$ cat src/rtl/matrix_pkg.sv
// matrix_pkg: shared widths and loader state encoding for the 2x2 matrix datapath
package matrix_pkg;
  localparam int ELEM_W = 8;
  localparam int N_ELEM = 4;
  localparam int MAT_W = 4 * ELEM_W;
  typedef enum logic [1:0] {LOAD_A = 2'd0, LOAD_B = 2'd1, PRESENT = 2'd2} state_t;
endpackage

$ cat src/rtl/matrix2x2_operand_loader.sv
// matrix2x2_operand_loader: packs serial elements into two 2x2 operands and presents them as a pair
module matrix2x2_operand_loader
  import matrix_pkg::*;
#(
  parameter int ELEM_W = matrix_pkg::ELEM_W,
  parameter int N_ELEM = matrix_pkg::N_ELEM
) (
  input  logic                clk,
  input  logic                rst,
  input  logic                clear,
  input  logic [ELEM_W-1:0]   in_data,
  input  logic                in_valid,
  output logic                in_ready,
  output logic [4*ELEM_W-1:0] out_a,
  output logic [4*ELEM_W-1:0] out_b,
  output logic                out_valid,
  input  logic                out_ready
);
  state_t state, state_n;
  logic [1:0] idx;
  logic accept, last;
  assign in_ready = state != PRESENT;
  assign out_valid = state == PRESENT;
  assign accept = in_valid && in_ready;
  assign last = accept && idx == 2'd3;
  // next state: clear wins, then the fourth accept of a matrix, then the output handshake
  always_comb begin
    state_n = clear ? LOAD_A :
              last ? (state == LOAD_A ? LOAD_B : PRESENT) :
              (out_valid && out_ready) ? LOAD_A : state;
  end
  // state, element index and staging registers; the staging registers double as the outputs
  always_ff @(posedge clk or negedge rst) begin
    if (!rst) begin
      state <= LOAD_A;
      idx <= '0;
      out_a <= '0;
      out_b <= '0;
    end else begin
      state <= state_n;
      idx <= clear ? 2'd0 : accept ? idx + 2'd1 : idx;
      if (!clear && accept && state == LOAD_A) out_a[(3 - int'(idx))*ELEM_W +: ELEM_W] <= in_data;
      if (!clear && accept && state == LOAD_B) out_b[(3 - int'(idx))*ELEM_W +: ELEM_W] <= in_data;
    end
  end
endmodule

$ cat config.mk
export PLATFORM = sky130hd
export DESIGN_NAME = matrix2x2_operand_loader
export DESIGN_NICKNAME = d
export VERILOG_FILES = /design/src/rtl/matrix_pkg.sv /design/src/rtl/matrix2x2_operand_loader.sv
export SDC_FILE = /design/constraint.sdc
export NUM_CORES = 1
export LEC_CHECK = 0
export CORE_MARGIN = 2
export CORE_UTILIZATION = 43
export CTS_CLUSTER_SIZE = 24
export DETAILED_ROUTE_END_ITERATION = 12
export PLACE_DENSITY = 0.83
export SLEW_MARGIN = 0
export SYNTH_ARGS = -nofsm -noshare
export SYNTH_HDL_FRONTEND = slang
export SYNTH_SLANG_ARGS = --single-unit
$ cat constraint.sdc
create_clock -name clk -period 2 [get_ports clk]
set_clock_uncertainty 0.2 [all_clocks]
set_input_delay 0.2 -clock clk [delete_from_list [all_inputs] [get_ports clk]]
set_output_delay 0.2 -clock clk [all_outputs]
set_load 0.005 [all_outputs]
==> impl_metrics.yaml, run 1 <==
grt:
  grt_pass1_vias: 2171
  grt.total_usage_pct: 19.9
  met2_usage_pct: 32.1
  grt_overflow_total: 0
  antenna_found_initial: 0
  grtUsageMet3_pct: 4.00
  busiest_layer: "met2"
  grt_max_degree: 69
  grt.met1_usage_pct: 26.5
  grt_pass1_wl_mm: 11.2
place:
  io_buffers: 78
  gp_congestion: 0.806
  dp_hpwl_mm: 4.86
drt:
  drt_wl_total_mm: 7.00
  vias: 2049
  drc: 0
  post_drt_wl_per_cell_um: 17.8
  ant_nets: 0
  dr.pass1.iters: 4
  drtIter0Drc: 62
  vias_per_cell: 5.20
worst_setup_path:
  crit_path_end_kind: "output pin"
  cp.depth: 3
  cp_slowest_stage_delay_ns: 0.52
  crit_required_ns: 1.60
  cp_slowest_cell: "clkdlybuf4s50_1"
  r2r_cells: 6
  crit_arrival_ns: 1.53
  startpoint_type: "flip-flop"
  cp_top_family: "buffers and inverters"
  crit_chain: "nor2b_4 -> inv_1 -> clkdlybuf4s50_1"
  crit_buf_inv: 2
  path_max_fanout: 6
  crit_type: "reg2out"
clock_tree:
  clk_pin_slew_ns: 0.07
  insertion_delay_ns: 0.33
  clockBufferDepth: 2
  cts_buffers: 9
  htree_levels: 3
  cts.sinks: 68
  cts_tree: "yes"
  cts-root-buf: "clkbuf_8"
power:
  switchingPower_w: 0.000707
  p_leak_nw: 1.97
  pwr-share-comb_pct: 14.5
  power_density_nw_per_um2: 742
  p_seq_share_pct: 48.2
  max-vdd-ir-drop_mv: 0.469
  switching_share_pct: 22.6
  clockPowerShare_pct: 37.3
  intPower_w: 0.00242
sta:
  finalSetupTns_ns: 0
  tightestPinTransition_ns: 0.482
  hold_viol: 0
  fin_crit_sh_pct: 96.4
  hold_ws_ns: 0.236
  slew_headroom_pct: 67.7
  period_minus_slack_ns: 1.93
  setup_viol: 0
  finalMaxSlewViolations: 0
  max_freq_mhz: 519
hold_path:
  hp-class: "in2async"
die:
  die_h_um: 86.4
  start_util_pct: 43.7
  row_count: 30
  ioPinCount: 79
  dieArea_um2: 7470
  core-area_um2: 6680
  die_w_um: 86.4
final_layout:
  final_util_pct: 63.1
  drive_gt1_share_pct: 32.2
  regArea_um2: 1700
  antennaDiodeCount: 0
  num-nets-final: 328
  multiInputGateArea_um2: 1200
  synthToLayoutAreaGrowth_pct: 44.2
  fillers: 511
job:
  cap_viol_max_count: 0
logic_synthesis:
  ys_seq_area_share_pct: 58.2
  synth_seq_cells: 68
  synthesis.nets: 220
  netlist_area_um2: 2920
  yosys_warnings: 0
  ys_types: 30
  syn_inst: 202
  avgSynthCellArea_um2: 14.5
status:
  run_status: "completed"
## layer usage
| metal | vias up | part of all wire [%] |
|---|---|---|
| met5 | - | 0 |
| met4 | 0 | 1.2 |
| met3 | 8 | 4.1 |
| met2 | 51 | 51 |
| met1 | 1053 | 44 |
| li1 | 937 | - |
## cell usage after synthesis
cell type / number / area (um^2)
a21oi_1: 3 / 15.0
a22o_1: 16 / 140
and2_1: 24 / 150
and2_2: 1 / 7.51
and2b_1: 2 / 15.0
and3_1: 2 / 12.5
and4bb_2: 1 / 12.5
buf_2: 1 / 5.00
buf_4: 1 / 7.51
buf_6: 3 / 33.8
dfrtp_1: 68 / 1700
ha_1: 5 / 62.6
inv_1: 4 / 15.0
mux2_2: 46 / 518
mux2_4: 2 / 30.0
mux2i_1: 1 / 10.0
nand2b_1: 1 / 6.26
nand2b_4: 1 / 13.8
nand3_1: 4 / 20.0
nand3_2: 2 / 20.0
nand4b_1: 1 / 8.76
nand4b_2: 1 / 15.0
nor2_1: 3 / 11.3
nor2b_1: 1 / 6.26
nor3_1: 1 / 5.00
nor3b_1: 1 / 7.51
nor3b_2: 1 / 12.5
nor4_4: 1 / 21.3
nor4b_4: 1 / 23.8
o21ai_0: 3 / 15.0
## stage by stage
step | cells | total power [W] | worst slack (ns) | cell area, um^2
finish | 394 | 0.00313 | 0.0725 | 4220
global route | 394 | 0.00328 | -0.0118 | 4220
detailed placement | 373 | 0.00197 | -0.125 | 3910
floorplan | 202 | 0.00168 | 0.0426 | 2920
CTS | 389 | 0.00315 | 0.00416 | 4140
global placement | 373 | 0.00196 | -0.148 | 3910
## cell type report
class	count	area share, %
repair buffers	102	23.5
well taps	80	2.37
inverters	4	0.356
clock inverters	6	1.90
multi-input cells	125	28.6
clock buffers	9	2.94
flip-flops and latches	68	40.4
## flip-flops by register name (all words and copies together), names as in the netlist
signal / cells
out_b: 32
out_a: 32
idx: 2
state: 2
## power by group through the flow
| stage | sequential [W] | clock [W] | combinational, W |
|---|---|---|---|
| 3_3_place_gp | 0.00153 | 0 | 0.000429 |
| 2_1_floorplan | 0.00153 | 0 | 0.000150 |
| 5_1_grt | 0.00152 | 0.00127 | 0.000495 |
| 6_report | 0.00151 | 0.00117 | 0.000453 |
| 4_1_cts | 0.00151 | 0.00120 | 0.000445 |
| 3_5_place_dp | 0.00153 | 0 | 0.000441 |
## cell usage in the layout (no fill, tap or decap), types with 4 or more instances in the layout
master and count:
clkbuf_8 9, clkinv_2 4, clkdlybuf4s50_1 77, dfrtp_1 68
a22o_1 16, buf_4 19, and2_1 24, mux2_2 46
nand3_1 4
## worst min-delay path: cells and delay by family
family / cells / cell delay, ns
buffers and inverters: 3 / 0.96
## final timing paths
| check | slack [ns] | start | endpoint |
|---|---|---|---|
| max | 0.07 | state[0]$_DFFE_PN0P_ | in_ready |
| min in group clk | 0.30 | out_b[22]$_DFFE_PN0P_ | out_b[22]$_DFFE_PN0P_ |
| min reg2reg | 0.30 | out_b[22]$_DFFE_PN0P_ | out_b[22]$_DFFE_PN0P_ |
| min | 0.24 | rst | out_a[23]$_DFFE_PN0P_ |
| max in group asynchronous | 1.09 | rst | out_b[2]$_DFFE_PN0P_ |
| max reg2reg | 0.10 | idx[0]$_DFFE_PN0P_ | out_a[5]$_DFFE_PN0P_ |
## cell families after synthesis
family                   Yosys count  synth area share [%]
AO/OA/AOI/OAI                     22                  5.82
AND/OR/NAND/NOR                   49                  12.6
flip-flops                        68                  58.2
buffers and inverters              9                  2.10
adder cells (fa/ha/maj)            5                  2.14
multiplexers                      49                  19.1
## timing repair
action                                  CTS  global route
gates cloned                              0             0
endpoints found under the setup margin   25            15
gates resized for setup                   3             7
hold buffers                              1             0
setup buffers                             0             5
pin swaps                                 0             2
endpoints found under the hold margin    68             0
No activity file was read; power rests on OpenSTA's default activity.
==> inputs of run 2 (changes only) <==
Settings changed: CORE_ASPECT_RATIO set to 0.75.
==> impl_metrics.yaml, run 2 (synthesis gave the netlist of run 1 again) <==
sta:
  slew_headroom_pct: 70.6
  rsz0062_at_grt: "yes"
  hold_viol: 0
  fin_crit_sh_pct: 96.8
  hold_ws_ns: 0.207
  setup_viol: 0
  finalMaxSlewViolations: 0
  period_minus_slack_ns: 1.94
  tightestPinTransition_ns: 0.439
  max_freq_mhz: 516
final_layout:
  drive_gt1_share_pct: 31.8
  synthToLayoutAreaGrowth_pct: 42.7
  top_regs: "out_a (32), out_b (32)"
  final_util_pct: 64.7
  antennaDiodeCount: 0
  most-common-layout-cells: "77 x clkdlybuf4s50_1, 67 x dfrtp_1, 46 x mux2_2"
  final_common_cell: "clkdlybuf4s50_1"
  final_area_um2: 4170
  num-nets-final: 325
drt:
  dr.pass1.iters: 4
  vias: 2028
  ant_nets: 0
  post_drt_wl_per_cell_um: 18.5
  drc: 0
  vias_per_cell: 5.17
  drt_wl_total_mm: 7.24
  drtIter0Drc: 77
worst_setup_path:
  crit_path_end_kind: "flip-flop"
  crit_required_ns: 2.08
  crit_arrival_ns: 2.02
  path_max_fanout: 8
  startpoint_type: "flip-flop"
  crit_type: "reg2reg"
  r2r_slack_ns: 0.06
clock_tree:
  htree_levels: 3
  clk_pin_slew_ns: 0.07
  cts-root-buf: "clkbuf_8"
  cts_tree: "yes"
  cts.sinks: 68
  insertion_delay_ns: 0.34
  clockBufferDepth: 2
  cts_buffers: 9
grt:
  grt_max_degree: 69
  grt_overflow_total: 0
  grt_pass1_vias: 2162
  grt.total_usage_pct: 20.5
  antenna_found_initial: 0
  grt_pass1_wl_mm: 11.5
die:
  die_h_um: 75.4
  row_count: 25
  start_util_pct: 45.4
  ioPinCount: 79
  core-area_um2: 6440
  dieArea_um2: 7480
  die_w_um: 99.2
power:
  p_leak_nw: 1.93
  max-vdd-ir-drop_mv: 0.381
  power_density_nw_per_um2: 735
  power_w: 0.00307
place:
  io_buffers: 78
  postPlaceCellArea_um2: 3910
  gp_congestion: 0.875
  dp_hpwl_mm: 5.08
status:
  run_status: "completed"
job:
  cap_viol_max_count: 0
hold_path:
  hp-class: "in2async"
## run 2: changes by cell type in the layout (fill, tap and decap cells not counted), moves of 2 or more
| cell | delta |
|---|---|
| buf_4 | -2 |
| clkinv_2 | -3 |
| buf_6 | -2 |
| clkinvlp_4 | +2 |
## run 2: what timing repair did
| action | in CTS | in global routing |
|---|---|---|
| hold buffers | 1 | 0 |
| buffers inserted | 2 | 2 |
| endpoints found under the setup margin | 57 | 33 |
| cloned | 0 | 0 |
| resized for setup | 4 | 3 |
| endpoints found under the hold margin | 68 | 0 |
| pin swaps | 0 | 1 |
## run 2: cell type report
class / instances / area [um^2]
clock buffer: 11 / 141
clock inverter: 4 / 50.0
fill: 477 / 2270
inverter: 4 / 15.0
multi-input combinational: 125 / 1190
sequential: 68 / 1700
tap: 81 / 101
timing repair buffer: 99 / 973
## run 2: final timing paths
kind / to / from / depth (start not counted)
max: out_b[7]$_DFFE_PN0P_ / idx[0]$_DFFE_PN0P_ / 7
min: out_a[23]$_DFFE_PN0P_ / rst / 3
max reg2reg: out_b[7]$_DFFE_PN0P_ / idx[0]$_DFFE_PN0P_ / 7
min reg2reg: out_b[2]$_DFFE_PN0P_ / out_b[2]$_DFFE_PN0P_ / 1
max in group asynchronous: out_b[10]$_DFFE_PN0P_ / rst / 3
min in group clk: out_b[2]$_DFFE_PN0P_ / out_b[2]$_DFFE_PN0P_ / 1
## run 2: power breakdown
group,switching (W),internal (W)
registers,0.0000520,0.00146
clock network,0.000505,0.000601
logic,0.000179,0.000274
## run 2: per-layer routing
layer  track usage, %  share of wire [%]  up-vias  wire, um
li1                 -                  -      929         -
met1             27.8                 47     1022      3420
met2             32.9                 45       71      3270
met3             7.43                7.0        6       507
met4             3.65               0.62        0        45
met5                0                  0        -         0
## run 2: worst max-delay path: stages (launching register included)
cell	delay, ns
dfrtp_1	0.38
inv_1	0.14
ha_4	0.23
buf_4	0.14
nand4b_1	0.25
nor3b_2	0.21
buf_4	0.17
a22o_1	0.15
## run 2: metrics by stage
stage	cells	setup TNS, ns	setup slack (ns)
floorplan	202	0	0.0426
global placement	372	-0.863	-0.0616
detailed placement	372	-2.98	-0.109
CTS	390	0	0.00285
global route	392	-0.0226	-0.0122
finish	392	0	0.0632
